<file path="src/rtl/apb_master_n.sv">
// apb_master_n: bridges the core's single-cycle data-bus request to an APB3 bus
// with NUM_SLAVES select lines. Slots are decoded by address arithmetic. The
// completion response reports a slave error, a decode miss or a PREADY timeout
// so that a hung or absent peripheral cannot stall the core.
//
// Ports:
//   PCLK, PRESET          clock (rising edge), asynchronous active-high reset
//   transfer, write       request strobe and direction from the core
//   addr, wdata           request byte address and write data
//   rdata, ready, error   completion pulse, read data and error qualifier
//   PADDR, PWDATA         APB address and write data
//   PWRITE, PENABLE, PSEL APB direction, enable and one-hot slave select
//   PRDATA, PREADY        flattened per-slot read data and per-slot ready
//   PSLVERR               per-slot error
module apb_master_n #(
    parameter int unsigned       NUM_SLAVES = 11,
    parameter int unsigned       ADDR_W     = 32,
    parameter int unsigned       DATA_W     = 32,
    parameter logic [ADDR_W-1:0] BASE_ADDR  = 'h1000_0000,
    parameter int unsigned       SLOT_SHIFT = 12,
    parameter int unsigned       TIMEOUT    = 255
) (
    input  logic                         PCLK,
    input  logic                         PRESET,
    input  logic                         transfer,
    input  logic                         write,
    input  logic [ADDR_W-1:0]            addr,
    input  logic [DATA_W-1:0]            wdata,
    output logic [DATA_W-1:0]            rdata,
    output logic                         ready,
    output logic                         error,
    output logic [ADDR_W-1:0]            PADDR,
    output logic [DATA_W-1:0]            PWDATA,
    output logic                         PWRITE,
    output logic                         PENABLE,
    output logic [NUM_SLAVES-1:0]        PSEL,
    input  logic [NUM_SLAVES*DATA_W-1:0] PRDATA,
    input  logic [NUM_SLAVES-1:0]        PREADY,
    input  logic [NUM_SLAVES-1:0]        PSLVERR
);

    localparam int unsigned      CNT_W    = (TIMEOUT > 0) ? $clog2(TIMEOUT + 1) : 1;
    localparam logic [CNT_W-1:0] CNT_LAST = (TIMEOUT > 0) ? CNT_W'(TIMEOUT - 1) : '0;
    localparam logic             TMO_EN   = (TIMEOUT != 0);

    typedef enum logic [1:0] {IDLE, SETUP, ACCESS} state_t;

    state_t                  state_q, state_d;
    logic [ADDR_W-1:0]       paddr_q;
    logic [DATA_W-1:0]       pwdata_q;
    logic                    pwrite_q;
    logic [NUM_SLAVES-1:0]   sel_q;
    logic [CNT_W-1:0]        cnt_q, cnt_d;

    logic                    load;
    logic [ADDR_W-1:0]       off;
    logic [ADDR_W-1:0]       slot_idx;
    logic                    dec_hit;
    logic [NUM_SLAVES-1:0]   dec_sel;
    logic                    hit;
    logic                    sel_ready;
    logic                    sel_err;
    logic [DATA_W-1:0]       sel_rdata;
    logic                    tmo;

    assign load   = (state_q == IDLE) && transfer;
    assign hit    = |sel_q;
    assign tmo    = TMO_EN && (cnt_q == CNT_LAST);
    assign PADDR  = paddr_q;
    assign PWDATA = pwdata_q;
    assign PWRITE = pwrite_q;

    // Address decode; the select is stored one-hot so a miss is simply all zeros.
    always_comb begin
        off      = addr - BASE_ADDR;
        slot_idx = off >> SLOT_SHIFT;
        dec_hit  = (addr >= BASE_ADDR) && (slot_idx < ADDR_W'(NUM_SLAVES));
        dec_sel  = '0;
        for (int unsigned i = 0; i < NUM_SLAVES; i++) begin
            dec_sel[i] = dec_hit && (slot_idx == ADDR_W'(i));
        end
    end

    // Only the selected slot's response is looked at; others are masked out.
    always_comb begin
        sel_ready = |(PREADY & sel_q);
        sel_err   = |(PSLVERR & sel_q);
        sel_rdata = '0;
        for (int unsigned i = 0; i < NUM_SLAVES; i++) begin
            if (sel_q[i]) begin
                sel_rdata = sel_rdata | PRDATA[i*DATA_W +: DATA_W];
            end
        end
    end

    always_ff @(posedge PCLK or posedge PRESET) begin
        if (PRESET) begin
            state_q  <= IDLE;
            paddr_q  <= '0;
            pwdata_q <= '0;
            pwrite_q <= 1'b0;
            sel_q    <= '0;
            cnt_q    <= '0;
        end else begin
            state_q <= state_d;
            cnt_q   <= cnt_d;
            if (load) begin
                paddr_q  <= addr;
                pwdata_q <= wdata;
                pwrite_q <= write;
                sel_q    <= dec_sel;
            end
        end
    end

    always_comb begin
        state_d = state_q;
        cnt_d   = cnt_q;
        case (state_q)
            IDLE: begin
                if (transfer) begin
                    state_d = SETUP;
                end
            end
            SETUP: begin
                state_d = ACCESS;
                cnt_d   = '0;
            end
            ACCESS: begin
                if (!hit || sel_ready || tmo) begin
                    state_d = IDLE;
                end else if (cnt_q != '1) begin
                    // Saturate rather than wrap when the timeout is disabled.
                    cnt_d = cnt_q + 1'b1;
                end
            end
            default: state_d = IDLE;
        endcase
    end

    // PREADY is tested before the timeout so a same-cycle ready completes cleanly.
    always_comb begin
        PSEL    = (state_q != IDLE) ? sel_q : '0;
        PENABLE = (state_q == ACCESS);
        ready   = 1'b0;
        error   = 1'b0;
        rdata   = '0;
        if (state_q == ACCESS) begin
            if (!hit) begin
                ready = 1'b1;
                error = 1'b1;
            end else if (sel_ready) begin
                ready = 1'b1;
                error = sel_err;
                rdata = pwrite_q ? '0 : sel_rdata;
            end else if (tmo) begin
                ready = 1'b1;
                error = 1'b1;
            end
        end
    end

endmodule

</file>
<file path="config.mk">
export PLATFORM = sky130hd
export DESIGN_NAME = apb_master_n
export DESIGN_NICKNAME = d
export VERILOG_FILES = /design/src/rtl/apb_master_n.sv
export SDC_FILE = /design/constraint.sdc
export NUM_CORES = 1
export LEC_CHECK = 0
export BUFFER_PORTS_ARGS = -buffer_cell sky130_fd_sc_hd__buf_2
export CELL_PAD_IN_SITES_DETAIL_PLACEMENT = 1
export CELL_PAD_IN_SITES_GLOBAL_PLACEMENT = 1
export CORE_AREA = 2 2 212 214
export DETAILED_ROUTE_END_ITERATION = 8
export DIE_AREA = 0 0 214 216
export PLACE_DENSITY = 0.58
export SYNTH_ARGS = -nofsm -noshare
export SYNTH_HDL_FRONTEND = slang
export SYNTH_SLANG_ARGS = --single-unit
export TNS_END_PERCENT = 100
</file>
<file path="constraint.sdc">
create_clock -name PCLK -period 6.6 [get_ports PCLK]
set_input_delay 1.32 -clock PCLK [delete_from_list [all_inputs] [get_ports PCLK]]
set_output_delay 1.32 -clock PCLK [all_outputs]
set_load 0.005 [all_outputs]
</file>
==> qor.txt, run 1 <==
status: complete, no violations
f_max: 0.2074 GHz
critical path, cell by cell: buf_2 > a222oi_1 > and3_4 > or3_4 > buf_4 > a31oi_4 > buf_2
core region area: 0.04384 mm2
worst path arrival time: 3.50 ns
hold_buf cts: 0
CTS tree: done
DRT iter0 DRCs: 595
RR Endpoint: sel_q[9]$_DFFE_PP0P_
Post-CTS Resized: 0
HP Class: flop to flop
Critical Path Max Stage Delay: 0.63 ns
period utilisation layout: 73.04%
RR Startpoint: state_q[0]$_DFFE_PP0P_
most frequent cells in the layout: buf_2 (552), a22o_1 (77), dfrtp_1 (75), a221oi_1 (66), mux2_2 (65)
Buf+Inv Stages, Crit Path: 3
Synth Cell Area: 0.006218 mm2
1st-pass router iterations: 8
Clk Latency, worst-skew pair: 0.35 ns
CP max FO: 23
clk slew on worst S/H paths: 0.06 ns
I/O pins: 553
Main synth FF type: dfrtp_1
antenna violations before repair: 15
startpoint types: input pin
maxcap violations: 0
global route overflow: 0
cell row count: 77
#FFs+latches synth: 86
r2r worst-path depth: 5
final setup skew: 0.004878 ns
number of synthesized flops with an enable pin: 0
setup bufs post-CTS: 0
final setup vio count: 0
CP endpoint kind: output pin
Seq/Total Area, Yosys: 34.61%
DR WL/cell: 25.88 um
total global-route track usage: 17.78%
area post-placement: 0.009529 mm2
CP Depth: 7
CTS sink count: 86
CP Capture Point: rdata[23]
Critical-path top delay cell: or3_4
peak supply drop: 204.1 uV
Yosys cell types: 48
port bufs: 552
WS Path Type: input pin to output pin
CTS root buffer: clkbuf_16
gpl congestion: 0.9957
Crit path max-delay family: simple AND/OR/NAND/NOR gates
number of global-route vias before repair: 8170
via count: 7693
Initial Utilization: 14.19%
leakage power: 0.004399 uW
TNS Setup: 0 ns
first-pass GRT wire length: 59.76 mm
count of final hold-check violations: 0
Synth warnings: 0
clk buf depth: 2
synthesized area per cell: 11.78 um2
Hold WS: 0.4998 ns
H-Tree Depth: 3
final WL: 42.77 mm
unrepaired setup endpoints after global routing: false
vias per inst: 4.654
min Tclk post-route: 4.821 ns
CP dominant cell by count: buf_2
Routed Antenna Nets: 0
fin nets: 1495
Post-Syn Instances: 528
syn_nets: 975
DP Wirelength: 34.95 mm
R2R setup slack: 3.81 ns
Chip Height: 216 um
worst slew pin tran: 1.073 ns
layout cells sized above 1: 66.57%
fraction of registers with async set/reset: 100.0%
crit path from: PREADY[1]
max-slew violations: 0
PwrDens: 227.9 mW/mm2
Design Area, Final: 0.009876 mm2
CP required: 5.28 ns
number of remaining DRC errors: 0
CTS Buf Count: 9
die area: 0.04622 mm2
Max transition margin: 28.46%
most common cell after layout, fill and taps aside: buf_2
largest net degree at the start of global routing: 81
area grow syn2layout: 58.81%
die width: 214 um
-- cell usage after synthesis (2+ instances only) --
cell | n | area, um2
a211oi_1 | 2 | 15.01
a221oi_1 | 66 | 578.1
a222oi_1 | 34 | 340.3
a22o_1 | 77 | 674.4
a22o_4 | 2 | 35.03
a311oi_1 | 2 | 17.52
a31oi_1 | 5 | 31.28
a31oi_4 | 30 | 638.1
a32oi_1 | 3 | 26.28
a41oi_1 | 2 | 17.52
and4_1 | 2 | 17.52
buf_1 | 5 | 18.77
buf_12 | 3 | 60.06
buf_2 | 14 | 70.07
buf_4 | 3 | 22.52
buf_6 | 6 | 67.56
clkbuf_1 | 29 | 108.9
dfrtp_1 | 86 | 2152
ha_1 | 5 | 62.56
inv_1 | 6 | 22.52
mux2_2 | 65 | 732.0
nand2_1 | 15 | 56.30
nand3_1 | 5 | 25.02
nand4_1 | 4 | 25.02
nor2_1 | 5 | 18.77
nor2b_1 | 11 | 68.82
nor3_1 | 7 | 35.03
nor3b_1 | 3 | 22.52
nor4_1 | 8 | 50.05
nor4b_1 | 2 | 17.52
o21ai_0 | 3 | 15.01
o311ai_0 | 2 | 17.52
-- flip-flops by register name (all words and copies together) (netlist names) --
name and count:
PWRITE 1, sel_q 11, state_q 2, cnt_q 8, PADDR 32, PWDATA 32
-- routing by layer --
layer / global-route usage, % / wire (um) / vias to the layer above
li1: - / - / 3322
met1: 19.56 / 15710 / 3805
met2: 31.67 / 21710 / 471
met3: 5.074 / 3569 / 85
met4: 8.089 / 1726 / 10
met5: 0 / 57 / -
-- where the power goes --
| part | internal [uW] | switching (uW) | leakage [uW] |
|---|---|---|---|
| Sequential | 739 | 104 | 0.00103 |
| Clock | 343 | 223 | 0.000152 |
| Combinational | 461 | 381 | 0.00321 |
| Total | 1540 | 708 | 0.00440 |
-- layout make-up --
class	instances	area, um2
Tap cell	592	740.7
Sequential cell	86	2166
Multi-Input combinational cell	375	3705
Clock buffer	11	242.7
Timing Repair Buffer	569	2890
Fill cell	5214	33960
Antenna cell	8	20.02
Clock inverter	5	83.83
Inverter	7	27.53
-- metrics by stage --
step | setup WS [ns] | cells | util (%) | total power, uW
after global routing | 1.677 | 1651 | 22.52 | 2402
after CTS | 1.776 | 1645 | 22.48 | 2284
final | 1.779 | 1653 | 22.53 | 2251
after floorplan | 2.847 | 528 | - | 1234
after global placement | 1.786 | 1629 | 21.74 | 1682
after detailed placement | 1.787 | 1629 | 21.74 | 1705
-- worst min path at each step --
stage | slack [ns] | depth (start not counted) | end | start
after floorplan | 0.48 | 1 | state_q[1]$_DFFE_PP0P_ | state_q[1]$_DFFE_PP0P_
after global placement | 0.48 | 1 | PADDR[18]$_DFFE_PP0P_ | PADDR[18]$_DFFE_PP0P_
after detailed placement | 0.49 | 1 | PADDR[10]$_DFFE_PP0P_ | PADDR[10]$_DFFE_PP0P_
after CTS | 0.50 | 1 | PWDATA[26]$_DFFE_PP0P_ | PWDATA[26]$_DFFE_PP0P_
after global routing | 0.51 | 1 | PWDATA[26]$_DFFE_PP0P_ | PWDATA[26]$_DFFE_PP0P_
final | 0.50 | 1 | PWDATA[26]$_DFFE_PP0P_ | PWDATA[26]$_DFFE_PP0P_
-- cells by family after synthesis --
kind of cell | count (synthesis) | share of synthesized area, %
DFF | 86 | 34.61
AOI/OAI and AO/OA | 236 | 40.20
muxes | 66 | 11.95
adders and majority gates | 5 | 1.006
buffers and inverters | 67 | 6.016
and+or+nand+nor | 68 | 6.217
No activity file was read; power rests on OpenSTA's default activity.
==> inputs of run 2 (changes only) <==
--- a/config.mk
+++ b/config.mk
@@ -8,10 +8,10 @@
 export BUFFER_PORTS_ARGS = -buffer_cell sky130_fd_sc_hd__buf_2
 export CELL_PAD_IN_SITES_DETAIL_PLACEMENT = 1
 export CELL_PAD_IN_SITES_GLOBAL_PLACEMENT = 1
-export CORE_AREA = 2 2 212 214
+export CORE_AREA = 2 2 214 216
 export DETAILED_ROUTE_END_ITERATION = 8
-export DIE_AREA = 0 0 214 216
-export PLACE_DENSITY = 0.58
+export DIE_AREA = 0 0 216 218
+export PLACE_DENSITY = 0.59
 export SYNTH_ARGS = -nofsm -noshare
 export SYNTH_HDL_FRONTEND = slang
 export SYNTH_SLANG_ARGS = --single-unit
==> constraint.sdc (replaced) <==
create_clock -name PCLK -period 4.4 [get_ports PCLK]
set_input_delay 0.88 -clock PCLK [delete_from_list [all_inputs] [get_ports PCLK]]
set_output_delay 0.88 -clock PCLK [all_outputs]
set_load 0.005 [all_outputs]
==> qor.txt, run 2 (synthesis results as in run 1) <==
Clk Latency, worst-skew pair: 0.35 ns
RR Startpoint: sel_q[5]$_DFFE_PP0P_
startpoint types: flop
hold endpoint: PADDR[15]$_DFFE_PP0P_
worst hold path stage count: 1
P_int: 2265 uW
Post-CTS Resized: 0
min Tclk post-route: 3.802 ns
vias per inst: 4.645
PwrDens: 338.1 mW/mm2
count of final hold-check violations: 0
hold_buf cts: 0
port bufs: 552
placed cell count: 1643
die width: 216 um
maxcap violations: 0
largest net degree at the start of global routing: 57
Layout Cells excl Fill: 1664
clk buf depth: 2
I/O pins: 553
number of remaining DRC errors: 0
period utilisation layout: 86.40%
final setup vio count: 0
WS Path Type: flop to output pin
CTS Buf Count: 9
Chip Height: 218 um
worst path arrival time: 2.92 ns
Initial Utilization: 13.85%
CTS root buffer: clkbuf_16
HP Class: flop to flop
Max transition margin: 40.85%
setup bufs post-CTS: 0
total global-route track usage: 17.12%
fin nets: 1501
CTS sink count: 86
worst slew pin tran: 0.8872 ns
DRT iter0 DRCs: 598
max-slew violations: 0
switching share of power: 32.63%
clk slew on worst S/H paths: 0.06 ns
R2R setup slack: 1.97 ns
CP max FO: 14
CP endpoint kind: output pin
P_sw: 1097 uW
peak supply drop: 313.6 uV
TNS Setup: 0 ns
leakage power: 0.004439 uW
gpl congestion: 0.9652
unrepaired setup endpoints after global routing: false
most common cell after layout, fill and taps aside: buf_2
number of global-route vias before repair: 8094
final WL: 42.88 mm
H-Tree Depth: 3
Flop pwr share: 37.9%
combinational share of power: 38.3%
antenna violations before repair: 16
CP required: 3.52 ns
RR Endpoint: state_q[1]$_DFFE_PP0P_
area grow syn2layout: 59.88%
r2r worst-path depth: 6
via count: 7730
die area: 0.04709 mm2
cell row count: 78
final setup skew: 0.01449 ns
DP Wirelength: 35.15 mm
fillers: 5333
DR WL/cell: 25.77 um
layout cells sized above 1: 66.86%
status: complete, no violations
most frequent cells in the layout: buf_2 (552), a22o_1 (77), dfrtp_1 (75), a221oi_1 (66), mux2_2 (65)
CTS tree: done
f_max: 0.2630 GHz
Routed Antenna Nets: 0
Clk pwr share: 23.9%
hold path start: PADDR[15]$_DFFE_PP0P_
1st-pass router iterations: 5
global route overflow: 0
core region area: 0.04489 mm2
first-pass GRT wire length: 58.28 mm
Util after Layout: 22.15%
-- run 2: changes by cell type in the layout (fill, tap and decap cells not counted) --
cell	before	now
inv_6	0	1
clkinv_2	1	2
clkinvlp_4	2	1
buf_12	0	3
clkinv_4	1	2
bufinv_16	2	1
diode_2	8	5
buf_4	17	20
clkbuf_1	1	0
-- run 2: layout make-up --
cell class	count	area [um2]	share of cell area (%)
Multi-Input combinational cell	375	3705	37.26
Sequential cell	86	2166	21.78
Clock buffer	10	239.0	2.404
Clock inverter	6	68.82	0.6922
Antenna cell	5	12.51	0.1258
Timing Repair Buffer	575	2973	29.90
Inverter	7	27.53	0.2769
Tap cell	600	750.7	7.551
-- run 2: critical path: stages, from the launching register on --
cell and delay (ns):
dfrtp_1 0.40, inv_1 0.11, ha_1 0.45, clkinv_1 0.37, or3_4 0.64, buf_12 0.25
a31oi_4 0.16, buf_2 0.16
-- run 2: worst max path at each step --
stage | from | depth (start not counted) | endpoint
final | state_q[0]$_DFFE_PP0P_ | 7 | rdata[30]
after global placement | PREADY[0] | 8 | rdata[30]
after global routing | state_q[0]$_DFFE_PP0P_ | 7 | rdata[30]
after detailed placement | PREADY[0] | 8 | rdata[30]
after CTS | state_q[0]$_DFFE_PP0P_ | 7 | rdata[30]
after floorplan | PRESET | 1 | PADDR[0]$_DFFE_PP0P_
-- run 2: through the flow --
| step | hold slack, ns | cell area (um2) | total power [uW] | setup slack, ns |
|---|---|---|---|---|
| 5_1_grt | 0.5221 | 9942 | 3591 | 0.4241 |
| 3_3_place_gp | 0.4833 | 9622 | 2544 | 0.8055 |
| 6_report | 0.4997 | 9942 | 3361 | 0.5984 |
| 4_1_cts | 0.5055 | 9930 | 3427 | 0.5654 |
| 2_1_floorplan | 0.4849 | 6218 | 1851 | 1.298 |
| 3_5_place_dp | 0.4903 | 9622 | 2593 | 0.7936 |
-- run 2: routing by layer --
layer  global-route usage, %  up-vias  share of wire (%)
met1                   19.37     3789                 37
met3                   5.384      100                9.6
li1                        -     3325                  -
met2                   29.60      502                 49
met4                   7.489       14                4.1
met5                       0        -               0.22
-- run 2: power groups by stage --
stage / clock network (uW) / logic [uW] / registers, uW
detailed placement: 0 / 1310 / 1280
CTS: 837 / 1310 / 1280
global placement: 0 / 1280 / 1260
global route: 859 / 1410 / 1320
floorplan: 0 / 556 / 1300
finish: 802 / 1290 / 1270
==> inputs of run 3 (changes only) <==
--- a/config.mk
+++ b/config.mk
@@ -11,7 +11,7 @@
 export CORE_AREA = 2 2 214 216
 export DETAILED_ROUTE_END_ITERATION = 8
 export DIE_AREA = 0 0 216 218
-export PLACE_DENSITY = 0.59
+export PLACE_DENSITY = 0.57
 export SYNTH_ARGS = -nofsm -noshare
 export SYNTH_HDL_FRONTEND = slang
 export SYNTH_SLANG_ARGS = --single-unit
==> constraint.sdc (replaced) <==
create_clock -name PCLK -period 3.6 [get_ports PCLK]
set_input_delay 0.72 -clock PCLK [delete_from_list [all_inputs] [get_ports PCLK]]
set_output_delay 0.72 -clock PCLK [all_outputs]
set_load 0.005 [all_outputs]
==> qor.txt, run 3 (synthesis results as in run 1) <==
Util after Layout: 22.35%
Hold WS: 0.4166 ns
DRT iter0 DRCs: 571
clk buf depth: 2
area grow syn2layout: 61.37%
DR WL/cell: 24.99 um
Top Layer Used: met5
CTS sink count: 86
fillers: 5309
Design Area, Final: 0.01003 mm2
CTS tree: done
CTS root buffer: clkbuf_16
maxcap violations: 0
antenna violations before repair: 20
via count: 7697
final setup skew: 0.009073 ns
Clk Latency, worst-skew pair: 0.35 ns
most common cell after layout, fill and taps aside: buf_2
Max transition margin: 42.58%
most frequent cells in the layout: buf_2 (552), a22o_1 (77), dfrtp_1 (75), a221oi_1 (66), mux2_2 (65)
min Tclk post-route: 3.319 ns
CP endpoint kind: output pin
status: complete, no violations
H-Tree Depth: 3
number of global-route vias before repair: 8101
Routed Antenna Nets: 0
gpl congestion: 0.9363
first-pass GRT wire length: 57.27 mm
core region area: 0.04489 mm2
final setup vio count: 0
peak supply drop: 408.9 uV
DR WL met2: 21.27 mm
largest net degree at the start of global routing: 58
layout cells sized above 1: 66.95%
count of final hold-check violations: 0
global route overflow: 0
met3 wire length: 3.164 mm
1st-pass router iterations: 5
TNS Setup: 0 ns
startpoint types: input pin
area post-placement: 0.009654 mm2
port bufs: 552
PwrDens: 427.0 mW/mm2
number of remaining DRC errors: 0
cell row count: 78
CP max FO: 12
DP Wirelength: 34.31 mm
post-route worst setup slack: 0.2806 ns
Initial Utilization: 13.85%
max-slew violations: 0
die area: 0.04709 mm2
Chip Height: 218 um
total global-route track usage: 16.69%
WS Path Type: input pin to output pin
period utilisation layout: 92.21%
final WL: 41.78 mm
Post-CTS Resized: 0
fin nets: 1507
f_max: 0.3013 GHz
die width: 216 um
clk slew on worst S/H paths: 0.07 ns
unrepaired setup endpoints after global routing: false
setup bufs post-CTS: 0
I/O pins: 553
met1 WL: 15.57 mm
dpl ws: 0.3097 ns
leakage power: 0.004491 uW
CP required: 2.88 ns
CTS Buf Count: 9
worst path arrival time: 2.60 ns
hold_buf cts: 0
HP Class: input pin to asynchronous set/reset pin
vias per inst: 4.603
worst slew pin tran: 0.8613 ns
-- run 3: cell type report --
cell class                 count  area, um2  share of cell area, %
clock buffer                  10      229.0                  2.282
timing repair buffer         581       3005                  29.95
inverter                       7      27.53                 0.2743
tap                          600      750.7                  7.481
sequential                    86       2166                  21.58
clock inverter                 6      133.9                  1.334
multi-input combinational    375       3705                  36.92
antenna                        7      17.52                 0.1746
-- run 3: power breakdown --
part	leakage (uW)	internal [uW]	total, uW	switching, uW
Sequential	0.00103	1360	1570	216
Combinational	0.00328	858	1560	706
Clock	0.000177	749	1150	401
-- run 3: final timing paths --
path | startpoint | endpoint | slack [ns] | cells past startpoint
min in group PCLK | PWDATA[22]$_DFFE_PP0P_ | PWDATA[22]$_DFFE_PP0P_ | 0.50 | 1
max in group asynchronous | PRESET | PWDATA[22]$_DFFE_PP0P_ | 2.34 | 3
setup reg to reg | state_q[0]$_DFFE_PP0P_ | PWDATA[19]$_DFFE_PP0P_ | 0.98 | 5
setup / recovery | PREADY[1] | rdata[0] | 0.28 | 7
hold reg to reg | PWDATA[22]$_DFFE_PP0P_ | PWDATA[22]$_DFFE_PP0P_ | 0.50 | 1
hold / removal | PRESET | PWDATA[5]$_DFFE_PP0P_ | 0.42 | 2
-- run 3: per-stage QoR --
stage / power [uW] / cells
after global placement: 3139 / 1649
after floorplan: 2263 / 528
after CTS: 4374 / 1665
after global routing: 4576 / 1670
final: 4284 / 1672
after detailed placement: 3184 / 1649
-- run 3: critical path: stages --
cell and delay [ns]:
buf_2 0.10, a222oi_1 0.46, and3_4 0.38, or3_4 0.43, buf_4 0.25, a31oi_1 0.06
buf_2 0.18
-- run 3: per-layer routing --
| layer | track usage [%] | up-vias |
|---|---|---|
| met1 | 18.29 | 3811 |
| li1 | - | 3338 |
| met5 | 0 | - |
| met4 | 6.804 | 10 |
| met3 | 4.324 | 95 |
| met2 | 30.55 | 443 |
